### src/rtl/bram_pkg.sv
// bram_pkg: shared helpers and FSM state encoding for the BRAM sequential reader.
package bram_pkg;

    typedef enum logic [1:0] {S_IDLE, S_READ, S_DRAIN, S_DONE} state_t;

    function automatic int clogb2(input int depth);
        int d = depth;
        int n = 0;
        while (d > 0) begin
            n++;
            d = d >> 1;
        end
        return n;
    endfunction

    // Output register of the BRAM adds one cycle in high-performance mode.
    function automatic int read_lat(input logic [8*16-1:0] perf);
        return (perf == "HIGH_PERFORMANCE") ? 2 : 1;
    endfunction

endpackage

### src/rtl/bram_rd_fifo.sv
// bram_rd_fifo: small synchronous FIFO whose head drives the stream outputs directly.
module bram_rd_fifo
    import bram_pkg::*;
#(
    parameter int DEPTH = 4,
    parameter int WIDTH = 19
) (
    input  logic                       clk,
    input  logic                       rst_n,
    input  logic                       push_i,
    input  logic [WIDTH-1:0]           data_i,
    input  logic                       pop_i,
    output logic [WIDTH-1:0]           data_o,
    output logic                       valid_o,
    output logic [clogb2(DEPTH)-1:0]   count_o
);

    localparam int PW = clogb2(DEPTH - 1);
    localparam int CW = clogb2(DEPTH);

    logic [WIDTH-1:0] mem_q [DEPTH];
    logic [PW-1:0]    wr_q, rd_q;
    logic [CW-1:0]    count_q;
    logic             do_pop;

    assign do_pop  = pop_i && count_q != '0;
    assign data_o  = mem_q[rd_q];
    assign valid_o = count_q != '0;
    assign count_o = count_q;

    always_ff @(posedge clk or negedge rst_n) begin
        if (!rst_n) begin
            mem_q   <= '{default: '0};
            wr_q    <= '0;
            rd_q    <= '0;
            count_q <= '0;
        end else begin
            if (push_i) begin
                mem_q[wr_q] <= data_i;
                wr_q        <= (wr_q == PW'(DEPTH - 1)) ? '0 : wr_q + 1'b1;
            end
            if (do_pop)
                rd_q <= (rd_q == PW'(DEPTH - 1)) ? '0 : rd_q + 1'b1;
            count_q <= count_q + CW'(push_i) - CW'(do_pop);
        end
    end

    // A full FIFO may only accept a push in the same cycle it pops.
    a_no_overflow: assert property (@(posedge clk) disable iff (!rst_n)
        !(push_i && !pop_i && count_q == CW'(DEPTH)));

endmodule

### src/rtl/bram_seq_reader.sv
// bram_seq_reader: issues len consecutive BRAM reads from base_addr and streams them out.
// Optional data=address checker enabled by defining BRAM_RD_CHECK_EN.
module bram_seq_reader
    import bram_pkg::*;
#(
    parameter int RAM_WIDTH       = 18,
    parameter int RAM_DEPTH       = 1024,
    parameter     RAM_PERFORMANCE = "HIGH_PERFORMANCE",
    localparam int ADDR_W         = clogb2(RAM_DEPTH - 1)
) (
    input  logic                 clk,
    input  logic                 rst_n,
    input  logic                 start,
    input  logic [ADDR_W-1:0]    base_addr,
    input  logic [ADDR_W:0]      len,
    output logic                 busy,
    output logic                 done,
    output logic                 ram_ena,
    output logic                 ram_wea,
    output logic                 ram_regcea,
    output logic [ADDR_W-1:0]    ram_addra,
    input  logic [RAM_WIDTH-1:0] ram_douta,
    output logic [RAM_WIDTH-1:0] m_data,
    output logic                 m_valid,
    input  logic                 m_ready,
    output logic                 m_last,
    output logic [ADDR_W:0]      err_cnt,
    output logic                 err
);

    localparam int READ_LAT   = read_lat(RAM_PERFORMANCE);
    localparam int FIFO_DEPTH = READ_LAT + 2;

    state_t                       state_q;
    logic                         done_q;
    logic [ADDR_W-1:0]            addr_q, addr_d;
    logic [ADDR_W:0]              len_q, issued_q;
    logic [READ_LAT-1:0]          pipe_v_q, pipe_l_q;
    logic [clogb2(FIFO_DEPTH)-1:0] fifo_cnt;
    int                           inflight;
    logic                         start_acc, pop, issue, last_issue, drained;

    assign inflight   = $countones(pipe_v_q);
    assign start_acc  = state_q == S_IDLE && start;
    assign pop        = m_valid && m_ready;
    // Credits cover every word already in the pipe or FIFO, so a push never finds it full.
    assign issue      = state_q == S_READ && (inflight + int'(fifo_cnt) - int'(pop) < FIFO_DEPTH);
    assign last_issue = issued_q == len_q - 1'b1;
    assign drained    = inflight == 0 && int'(fifo_cnt) - int'(pop) == 0;
    assign addr_d     = (addr_q == ADDR_W'(RAM_DEPTH - 1)) ? '0 : addr_q + 1'b1;

    assign busy       = state_q != S_IDLE;
    assign done       = done_q;
    assign ram_ena    = issue;
    assign ram_wea    = 1'b0;
    assign ram_regcea = busy;
    assign ram_addra  = addr_q;

    always_ff @(posedge clk or negedge rst_n) begin
        if (!rst_n) begin
            state_q  <= S_IDLE;
            done_q   <= 1'b0;
            addr_q   <= '0;
            len_q    <= '0;
            issued_q <= '0;
            pipe_v_q <= '0;
            pipe_l_q <= '0;
        end else begin
            pipe_v_q[0] <= issue;
            pipe_l_q[0] <= issue && last_issue;
            for (int i = 1; i < READ_LAT; i++) begin
                pipe_v_q[i] <= pipe_v_q[i-1];
                pipe_l_q[i] <= pipe_l_q[i-1];
            end
            done_q <= 1'b0;
            case (state_q)
                S_IDLE: if (start) begin
                    addr_q   <= base_addr;
                    len_q    <= len;
                    issued_q <= '0;
                    state_q  <= (len == '0) ? S_DONE : S_READ;
                    done_q   <= len == '0;
                end
                S_READ: if (issue) begin
                    addr_q   <= addr_d;
                    issued_q <= issued_q + 1'b1;
                    if (last_issue) state_q <= S_DRAIN;
                end
                S_DRAIN: if (drained) begin
                    state_q <= S_DONE;
                    done_q  <= 1'b1;
                end
                default: state_q <= S_IDLE;
            endcase
        end
    end

    bram_rd_fifo #(
        .DEPTH (FIFO_DEPTH),
        .WIDTH (RAM_WIDTH + 1)
    ) u_fifo (
        .clk     (clk),
        .rst_n   (rst_n),
        .push_i  (pipe_v_q[READ_LAT-1]),
        .data_i  ({pipe_l_q[READ_LAT-1], ram_douta}),
        .pop_i   (pop),
        .data_o  ({m_last, m_data}),
        .valid_o (m_valid),
        .count_o (fifo_cnt)
    );

`ifdef BRAM_RD_CHECK_EN
    logic [ADDR_W-1:0] chk_addr_q;
    logic [ADDR_W:0]   err_cnt_q;
    logic              err_q;
    logic              mismatch;

    assign mismatch = pop && m_data != RAM_WIDTH'(chk_addr_q);
    assign err_cnt  = err_cnt_q;
    assign err      = err_q;

    always_ff @(posedge clk or negedge rst_n) begin
        if (!rst_n) begin
            chk_addr_q <= '0;
            err_cnt_q  <= '0;
            err_q      <= 1'b0;
        end else if (start_acc) begin
            chk_addr_q <= base_addr;
            err_cnt_q  <= '0;
            err_q      <= 1'b0;
        end else if (pop) begin
            chk_addr_q <= (chk_addr_q == ADDR_W'(RAM_DEPTH - 1)) ? '0 : chk_addr_q + 1'b1;
            if (mismatch) begin
                err_q     <= 1'b1;
                err_cnt_q <= (&err_cnt_q) ? err_cnt_q : err_cnt_q + 1'b1;
            end
        end
    end
`else
    assign err_cnt = '0;
    assign err     = 1'b0;
`endif

endmodule
### config.mk
export PLATFORM = sky130hd
export DESIGN_NAME = bram_seq_reader
export DESIGN_NICKNAME = d
export VERILOG_FILES = /design/src/rtl/bram_pkg.sv /design/src/rtl/bram_rd_fifo.sv /design/src/rtl/bram_seq_reader.sv
export SDC_FILE = /design/constraint.sdc
export NUM_CORES = 1
export LEC_CHECK = 0
export CORE_MARGIN = 10
export CORE_UTILIZATION = 28
export DETAILED_ROUTE_END_ITERATION = 10
export GPL_TIMING_DRIVEN = 0
export PLACE_DENSITY_LB_ADDON = 0.25
export SYNTH_ARGS = -nofsm -noshare
export SYNTH_HDL_FRONTEND = slang
export SYNTH_HIERARCHICAL = 1
export SYNTH_SLANG_ARGS = --single-unit
### constraint.sdc
create_clock -name clk -period 8.1 [get_ports clk]
set_input_delay 1.62 -clock clk [delete_from_list [all_inputs] [get_ports clk]]
set_output_delay 1.62 -clock clk [all_outputs]
set_load 0.005 [all_outputs]
==> metrics.csv <==
metric;value;unit
place.gp.congestion;0.809;
diodes;0;
ys_ff_latch;122;
synth_compound_area_share;5.36;%
timing.max_cap.violations;0;
cellLeakagePower;3.80;nW
ys_seq_area_share;45.9;%
cts_max_level;4;
skew;7.75;ps
antenna_found_initial;0;
first_iter_violations;205;
synth_cell_types;58;
start_util;28.4;%
cts_buffer_depth;2;
finalHoldViolations;0;
final_cell_mix;dfrtp_1, clkdlybuf4s50_1, mux2_2;
avgRoutedWirePerCell;16.3;um
vdd_drop_max;0.138;mV
crit_path_end_kind;output port;
path_max_fanout;7;
synth_top_family_by_area;multiplexers;
drive_gt1_share;27.0;%
max_slew.worst_pin.slew;661;ps
die_h;174;um
synth_cells;513;
worst_skew_pair.late_latency;410;ps
cts_tree;built;
setup.worst_path.class;input pin to output port;
grt_usage;10.5;%
met2_usage;18.6;%
setup-tns-final;0;ps
synth-edff-count;0;
fin_crit_sh;74.2;%
core_area;23400;um2
syn_area;6660;um2
rows;56;
synth_top_area_share;45.9;%
fin_crit;6010;ps
routed_wirelength;15.5;mm
power-per-cell-area;383;nW/um2
die_x;174;um
ys_async_sr_fraction;100;%
cpPeakStageDelay;550;ps
drt-vias-per-instance;4.58;
fmax;166;MHz
layout_commonest_cell;dfrtp_1;
dp_cells;921;
slowest_stage;a221oi_2;
yosysWarnings;6;
crit_required;6480;ps
yosys.area_share.simple;9.61;%
dieArea;30300;um2
hpwl;11.0;mm
grt_pass1_vias;4714;
drc_errors;0;
grtUsageMet1;11.8;%
grt_pass1_wl;25.5;mm
drt-pass1-iter-count;4;
finish.instance_area;8540;um2
vias;4361;
synth_fa_ha_area_share;4.62;%
postPlaceCellArea;7890;um2
synthTopCellsByArea;dfrtp_1, mux2_4, mux2_2, ha_1, mux4_2;
drtAntennaViolNets;0;
postCtsSetupBuffers;0;
finalSetupViolCount;0;
instances_no_fill;953;
postSynthAreaPerCell;13.0;um2
rsz0062_at_grt;false;
synthFlopType;dfrtp_1;
numCtsBuffers;17;
clk_pin_slew;60;ps
grt_max_degree;95;
worst_ep_arrival_time;4390;ps
area_growth;28.3;%
post_cts_resized;0;
final_nets;688;
cts_sinks;122;
crit_chain;clkdlybuf4s50_1 > and2_1 > ha_1 > inv_1 > ha_1 > and3b_1 > or2_0 > a221oi_2 > nor2_1 > clkdlybuf4s50_1;
slew_headroom;55.9;%
grt_most_used_layer;met2;
cts_root_buf;clkbuf_16;
post-synth-top-area-cell;dfrtp_1;
status;finished, final reports clean;
hold_class;flop to flop;
io-pin-count;90;
finalMaxSlewViolations;0;
port_buffers;76;
cts_hold_buffers;0;
grt-ovfl-total;0;
grt_use_met3;3.40;%
yosys.area_share.xor_xnor;3.55;%
critPathLaunchType;input pin;
synthMuxAreaShare;25.1;%
-- registers in the layout (all words and copies together) (netlist names) --
| signal | flops |
|---|---|
| pipe_v_q | 2 |
| u_fifo/mem_q | 76 |
| ram_addra | 10 |
| issued_q | 11 |
| pipe_l_q | 2 |
| u_fifo/count_o | 3 |
| u_fifo/wr_q | 2 |
| len_q | 11 |
| done | 1 |
| u_fifo/rd_q | 2 |
| state_q | 2 |
-- cell type report --
type	instances	area (um2)
clock inverters	14	208
fillers	2323	14900
inverters	27	101
multi-input cells	341	3260
plain buffers	35	288
well taps	319	399
clock buffers	18	439
flip-flops and latches	122	3050
repair buffers	77	790
-- metrics by stage --
stage	power, mW	util, %	worst slack (ps)	hold WS [ps]
3_3_place_gp	2.41	33.6	664	337
4_1_cts	3.33	36.5	2040	349
6_report	3.27	36.5	2090	349
3_5_place_dp	2.47	33.7	2040	336
2_1_floorplan	1.95	-	3340	331
5_1_grt	3.49	36.5	1940	357
-- kinds of logic (layout without fill, tap and decap cells) --
group / count (synthesis) / after routing
multiplexers: 114 / 114
buffers and inverters: 62 / 171
adder cells (fa/ha/maj): 24 / 24
XOR/XNOR: 27 / 27
AND/OR/NAND/NOR: 107 / 107
other: 1 / 13
AO/OA/AOI/OAI: 56 / 56
flip-flops: 122 / 122
-- cell usage after synthesis, drive strengths merged, types with 2 or more instances --
| master | n |
|---|---|
| a21oi | 12 |
| a22o | 5 |
| a31oi | 4 |
| a32oi | 2 |
| and2 | 4 |
| and3 | 6 |
| buf | 27 |
| clkbuf | 8 |
| dfrtp | 122 |
| ha | 23 |
| inv | 26 |
| mux2 | 91 |
| mux2i | 4 |
| mux4 | 19 |
| nand2 | 19 |
| nand3 | 11 |
| nand4 | 9 |
| nand4b | 2 |
| nor2 | 28 |
| nor2b | 3 |
| nor3 | 7 |
| nor3b | 2 |
| nor4 | 5 |
| o211ai | 2 |
| o21ai | 21 |
| o32ai | 2 |
| or3 | 4 |
| xnor2 | 17 |
| xor2 | 10 |
-- path summary, 6_finish.rpt --
kind / slack [ps] / startpoint / endpoint / depth (start not counted)
min in group asynchronous: 1070 / rst_n / u_fifo/mem_q[12] / 1
max reg2reg: 4590 / u_fifo/count_o[2] / ram_addra[6] / 13
max in group asynchronous: 6280 / rst_n / len_q[10] / 2
min: 350 / pipe_l_q[0] / pipe_l_q[1] / 0
max: 2090 / m_ready / ram_ena / 10
min reg2reg: 350 / pipe_l_q[0] / pipe_l_q[1] / 0
-- power breakdown --
group          switching, mW  total [mW]  internal (mW)  leakage [nW]
Clock                  0.301       0.832          0.531         0.310
Combinational          0.583        1.43          0.845          1.99
Sequential             0.156        1.01          0.853          1.50
-- critical path: cells and delay by family --
family                     cells  cell delay, ps
buffers and inverters          3            1000
and+or+nand+nor                4             800
AOI/OAI and AO/OA              1             550
adders and majority gates      2             420
-- layer usage --
metal | vias to the layer above | share of wire [%] | wire (um)
li1 | 2041 | - | -
met1 | 2227 | 42 | 6580
met2 | 79 | 52 | 8120
met3 | 14 | 4.5 | 693
met4 | 0 | 0.89 | 139
met5 | - | 0 | 0
(Power assumes the default switching activity.)
